[config.mk]
export PLATFORM = sky130hd
export DESIGN_NAME = vliw_bundle_loader_flat
export DESIGN_NICKNAME = d
export VERILOG_FILES = /design/src/rtl/vliw_bundle_loader_if.sv /design/src/rtl/vliw_bundle_loader.sv /design/src/flat_wrapper.sv
export SDC_FILE = /design/constraint.sdc
export NUM_CORES = 1
export LEC_CHECK = 0
export ABC_CLOCK_PERIOD_IN_PS = 2940
export BUFFER_PORTS_ARGS = -buffer_cell sky130_fd_sc_hd__buf_2
export CORE_MARGIN = 2
export CORE_UTILIZATION = 56
export CTS_BUF_LIST = sky130_fd_sc_hd__clkbuf_16
export DETAILED_ROUTE_END_ITERATION = 16
export GPL_ROUTABILITY_DRIVEN = 0
export PLACE_DENSITY = 0.86
export SYNTH_ARGS = -nofsm -noshare
export SYNTH_HDL_FRONTEND = slang
export SYNTH_SLANG_ARGS = --single-unit
[constraint.sdc]
create_clock -name clk -period 2.94 [get_ports clk]
set_input_delay 0.588 -clock clk [delete_from_list [all_inputs] [get_ports clk]]
set_output_delay 0.588 -clock clk [all_outputs]
set_load 0.01 [all_outputs]
[src/rtl/vliw_bundle_loader_if.sv]
// vliw_bundle_loader_if: host slot-word stream in, packed bundle write port out
interface vliw_bundle_loader_if #(
  parameter int NSLOTS = 8,
  parameter int SLOT_W = 32,
  parameter int ADDR_W = 8
);
  logic in_valid, in_ready, in_end_bundle, in_last;
  logic [SLOT_W-1:0] in_word;
  logic wr_en, wr_ready;
  logic [ADDR_W-1:0] wr_addr;
  logic [NSLOTS*SLOT_W-1:0] wr_data;
  modport master (
    input  in_valid, in_word, in_end_bundle, in_last, wr_ready,
    output in_ready, wr_en, wr_addr, wr_data
  );
  modport slave (
    output in_valid, in_word, in_end_bundle, in_last, wr_ready,
    input  in_ready, wr_en, wr_addr, wr_data
  );
endinterface

[src/rtl/vliw_bundle_loader.sv]
// vliw_bundle_loader: packs streamed slot words into NOP-padded VLIW bundles and writes them to instruction memory
module vliw_bundle_loader #(
  parameter int NSLOTS = 8,
  parameter int SLOT_W = 32,
  parameter int ADDR_W = 8,
  parameter int ADDR_STRIDE = 8
) (
  input  logic clk,
  input  logic rst_n,
  input  logic start,
  input  logic [ADDR_W-1:0] base_addr,
  vliw_bundle_loader_if.master bus,
  output logic busy,
  output logic done,
  output logic [ADDR_W-1:0] bundle_count,
  output logic err_overflow
);
  localparam int CW = $clog2(NSLOTS);
  typedef enum logic [1:0] {IDLE, FILL, WRITE, DONE} state_t;
  state_t state, nxt_state;
  logic [ADDR_W-1:0] addr;
  logic [CW-1:0] slot_cnt;
  logic last_flag;
  logic [SLOT_W-1:0] slots [NSLOTS];
  logic acc, close, wr_go, stop;
  logic [ADDR_W:0] nxt_addr;
  assign acc = bus.in_valid && bus.in_ready;
  assign close = slot_cnt == CW'(NSLOTS-1) || bus.in_end_bundle || bus.in_last;
  assign wr_go = bus.wr_en && bus.wr_ready;
  assign nxt_addr = {1'b0, addr} + (ADDR_W+1)'(ADDR_STRIDE);
  assign stop = last_flag || nxt_addr[ADDR_W];
  always_ff @(posedge clk)
    state <= !rst_n ? IDLE : nxt_state;
  always_comb begin
    nxt_state = state == IDLE  ? (start ? FILL : IDLE) :
                state == FILL  ? (acc && close ? WRITE : FILL) :
                state == WRITE ? (!bus.wr_ready ? WRITE : stop ? DONE : FILL) :
                                 IDLE;
    bus.in_ready = state == FILL;
    bus.wr_en = state == WRITE;
    busy = state != IDLE;
    done = state == DONE;
  end
  assign bus.wr_addr = addr;
  for (genvar i = 0; i < NSLOTS; i++) begin : g_pack
    assign bus.wr_data[(NSLOTS-1-i)*SLOT_W +: SLOT_W] = slots[i];
  end
  // reset and an accepted start share one clear path; only addr differs
  always_ff @(posedge clk)
    if (!rst_n || (state == IDLE && start)) begin
      addr <= rst_n ? base_addr : '0;
      slots <= '{default: '0};
      slot_cnt <= '0;
      last_flag <= 1'b0;
      bundle_count <= '0;
      err_overflow <= 1'b0;
    end else begin
      if (acc) begin
        slots[slot_cnt] <= bus.in_word;
        slot_cnt <= close ? slot_cnt : slot_cnt + CW'(1);
        last_flag <= close ? bus.in_last : last_flag;
      end
      if (wr_go) begin
        slots <= '{default: '0};
        slot_cnt <= '0;
        bundle_count <= bundle_count + ADDR_W'(1);
        err_overflow <= err_overflow || (!last_flag && nxt_addr[ADDR_W]);
        addr <= stop ? addr : nxt_addr[ADDR_W-1:0];
      end
    end
endmodule

[src/flat_wrapper.sv]
// flat-port wrapper written by rule: the top's interface ports become plain ports
module vliw_bundle_loader_flat 
#(
  parameter int NSLOTS = 8,
  parameter int SLOT_W = 32,
  parameter int ADDR_W = 8,
  parameter int ADDR_STRIDE = 8
)
  (clk, rst_n, start, base_addr, busy, done, bundle_count, err_overflow, bus_in_valid, bus_in_word, bus_in_end_bundle, bus_in_last, bus_wr_ready, bus_in_ready, bus_wr_en, bus_wr_addr, bus_wr_data);
  vliw_bundle_loader_if #(.NSLOTS(NSLOTS), .SLOT_W(SLOT_W), .ADDR_W(ADDR_W)) bus_i ();
  input  logic clk;
  input  logic rst_n;
  input  logic start;
  input  logic [ADDR_W-1:0] base_addr;
  output logic busy;
  output logic done;
  output logic [ADDR_W-1:0] bundle_count;
  output logic err_overflow;
  input wire logic [$bits(bus_i.in_valid)-1:0] bus_in_valid;
  input wire logic [$bits(bus_i.in_word)-1:0] bus_in_word;
  input wire logic [$bits(bus_i.in_end_bundle)-1:0] bus_in_end_bundle;
  input wire logic [$bits(bus_i.in_last)-1:0] bus_in_last;
  input wire logic [$bits(bus_i.wr_ready)-1:0] bus_wr_ready;
  output wire logic [$bits(bus_i.in_ready)-1:0] bus_in_ready;
  output wire logic [$bits(bus_i.wr_en)-1:0] bus_wr_en;
  output wire logic [$bits(bus_i.wr_addr)-1:0] bus_wr_addr;
  output wire logic [$bits(bus_i.wr_data)-1:0] bus_wr_data;
  assign bus_i.in_valid = bus_in_valid;
  assign bus_i.in_word = bus_in_word;
  assign bus_i.in_end_bundle = bus_in_end_bundle;
  assign bus_i.in_last = bus_in_last;
  assign bus_i.wr_ready = bus_wr_ready;
  assign bus_in_ready = bus_i.in_ready;
  assign bus_wr_en = bus_i.wr_en;
  assign bus_wr_addr = bus_i.wr_addr;
  assign bus_wr_data = bus_i.wr_data;
  vliw_bundle_loader #(.NSLOTS(NSLOTS), .SLOT_W(SLOT_W), .ADDR_W(ADDR_W), .ADDR_STRIDE(ADDR_STRIDE)) u_core (.clk(clk), .rst_n(rst_n), .start(start), .base_addr(base_addr), .bus(bus_i), .busy(busy), .done(done), .bundle_count(bundle_count), .err_overflow(err_overflow));
endmodule
==> run metrics <==
Gates resized, CTS repair 0; top cells by area, synth dfxtp_1 (49%), a21oi_1 (12%), o21ai_0 (12%); Post-synth ARST share 0%; Final period util 75.5%; initial core utilization 56.8%; pin count of the biggest net entering global routing around 110; Avg Inst Size Synth just over 8 sq um; Post-Syn Nets between 1000 and 1500; critical path type flop to output port; Synth Register Bits roughly 280; Comb pwr share under 10%; CTS sink count roughly 280; actual slew at the worst max-slew pin ~860 ps; Area growth, synth to finish 22.2%; Hold Vio Cnt, Final 0; Req. time, crit path 2350 ps; Internal Power roughly 6 mW; share of cells above drive strength 1 a little over a quarter; Max-Slew Margin vs Limit 41.8%; crit-path max FO 17; Placed Area 12500 sq um; Hold-fix buffers, CTS 0; CTS tree built; clock network power share between 40% and 50%; Worst Hold Path EP u_core.last_flag$_SDFFE_PN0P_; fill count roughly 1600; drt pass-1 iters 6; placed instance count 1761; worst skew pair latency 530 ps; final cell count without fillers approximately 1800; n_diodes 0; clk_skew roughly 15 ps; maximum vdd drop slightly below 600 uV; Via Count about 11000; setup slack, reg-to-reg roughly 880 ps; fin. max-slew vios 0; net switching power ~1.8 mW; post-route setup TNS 0 ps; die height approximately 140 um; Critical Path Source u_core.state[0]$_SDFF_PN0_; drt wl/cell ~19 um; data arrival time of the worst path between 1500 and 2000 ps; DRC Markers 0; Row Count ~50; count leader, synth dfxtp_1; CTS buffer count 28; power per cell area between 500 and 600 nW/um^2; min Tclk post-route approximately 2200 ps; switching share of power 23.3%; Buffers on Ports around 320; largest area contributor in the netlist dfxtp_1; leakage 5.28 nW; Via-to-Cell Ratio about 6.1; worst r2r src u_core.state[0]$_SDFF_PN0_; Yosys cell types 42; Max clock buf depth 3; Die X-Extent roughly 140 um; max_cap viols 0; Synth top cells by count dfxtp_1 (271), a21oi_1 (269), o21ai_0 (263); dpl ws ~620 ps; core area 19300 sq um; clock slew at reported path FFs 60 ps; number of synthesized flops with an enable pin 8; htree depth 1; r2r endpoint u_core.bus.wr_data[148]$_SDFFE_PP0P_; die area 20700 sq um; Reg power frac about half; grt ovf 0; Hold Crit Start bus_in_last; r2r worst-path depth 4; startpoint class of the critical path flop; sequential area share after synthesis 51.6%; number of global-route vias before repair between 9000 and 10000; final worst slack a little over 700 ps; # IOs about 320; final net count approximately 1600; initial antenna violation count 0; main flop type after synthesis dfxtp_1; # Post-CTS Setup Buffers 0; GR Util All Layers a little under a third; cells after synthesis around 1300; clock root buffer clkbuf_16; DR iter-0 viols between 1000 and 1500; outcome finished, final reports clean; RSZ-0062 raised after global routing false; Ys Warns 0; detailed placement HPWL between 20000 and 25000 um; first-pass GRT wire length about 52000 um; Post-Syn Area around 11000 sq um; DRT antenna net count 0; hold path depth 3; top cell type's share of synthesized area between 40% and 50%; WL final roughly 35000 um; final instance area about 13000 sq um; crit end category output port; fmax roughly 450 MHz; final setup vio count 0; worst hold path type input port to flop
## placed cells by master, fill, tap and decap left out, drive strengths merged, types with 2 or more instances in the layout
| cell | Yosys | final |
|---|---|---|
| buf | 80 | 347 |
| dfxtp | 271 | 271 |
| a21oi | 269 | 269 |
| o21ai | 266 | 266 |
| nand3 | 261 | 261 |
| clkbuf | 97 | 31 |
| clkinv | 0 | 14 |
| edfxtp | 8 | 8 |
| nand2 | 8 | 8 |
| nor2 | 8 | 8 |
| or3 | 5 | 5 |
| inv | 3 | 5 |
| nor2b | 5 | 5 |
| xor2 | 4 | 4 |
| ha | 4 | 4 |
| mux2i | 3 | 3 |
| or4 | 3 | 3 |
| and3 | 3 | 3 |
| nand2b | 2 | 2 |
| nand4b | 2 | 2 |
| or2 | 2 | 2 |
| nor3 | 2 | 2 |
| nand4 | 2 | 2 |
| o31ai | 2 | 2 |
| o211a | 2 | 2 |
| bufinv | 0 | 2 |
| nand3b | 2 | 2 |
| and2 | 2 | 2 |
## stage by stage
step	hold slack, ps	utilization (%)	total power [mW]
after detailed placement	442	64.7	4.37
after floorplan	470	-	4.22
after global routing	328	69.4	8.04
after global placement	445	64.7	4.37
final	346	69.4	7.82
after CTS	331	69.4	7.83
## power by group through the flow
stage | Clock, mW | Sequential, mW | Combinational [mW]
after global routing | 3.71 | 3.86 | 0.476
after detailed placement | 0 | 3.94 | 0.435
after CTS | 3.54 | 3.86 | 0.436
after global placement | 0 | 3.94 | 0.431
after floorplan | 0 | 3.94 | 0.281
final | 3.52 | 3.86 | 0.446
## cell type report
type | count | area (sq um) | area share, %
flip-flops and latches | 279 | 5670 | 42.2
multi-input cells | 867 | 4560 | 34.0
repair buffers | 347 | 1930 | 14.4
clock buffers | 31 | 776 | 5.78
well taps | 265 | 332 | 2.47
clock inverters | 19 | 136 | 1.02
inverters | 3 | 11.3 | 0.0839
## cell families (layout without fill, tap and decap cells)
| family | after synthesis | in the layout | synth area share [%] |
|---|---|---|---|
| flops | 279 | 279 | 51.6 |
| fa+ha+maj | 4 | 4 | 0.456 |
| buf+inv | 180 | 400 | 7.44 |
| xor+xnor | 5 | 5 | 0.399 |
| compound gates | 543 | 543 | 25.0 |
| mux | 3 | 3 | 0.273 |
| simple gates | 312 | 312 | 14.8 |
## flip-flops by register name (all words and copies together) (netlist names)
signal,count
u_core.err_overflow,1
u_core.slot_cnt,3
u_core.bus.wr_addr,8
u_core.last_flag,1
u_core.bus.wr_data,256
u_core.bundle_count,8
u_core.state,2
## worst max-delay path by stage
stage	end	slack [ps]	cells after the start
6_report	bus_in_ready	720	2
2_1_floorplan	u_core.bus.wr_addr[3]$_DFFE_PP_	1090	3
3_3_place_gp	u_core.bus.wr_addr[4]$_DFFE_PP_	760	3
4_1_cts	u_core.bus.wr_addr[4]$_DFFE_PP_	680	2
5_1_grt	bus_in_ready	590	2
3_5_place_dp	u_core.bus.wr_addr[4]$_DFFE_PP_	620	3
## per-layer routing
| layer | GRT usage, % | share of wire [%] | up-vias |
|---|---|---|---|
| met4 | 15.0 | 4.8 | 0 |
| met5 | 0 | 0 | - |
| met2 | 49.0 | 47 | 674 |
| met3 | 5.60 | 10 | 126 |
| li1 | - | - | 5109 |
| met1 | 42.0 | 38 | 5189 |
## critical path, cell delays in order (launching register included)
cell     delay (ps)
dfxtp_1         680
nor2b_1         260
buf_2           170
(Power assumes the default switching activity.)
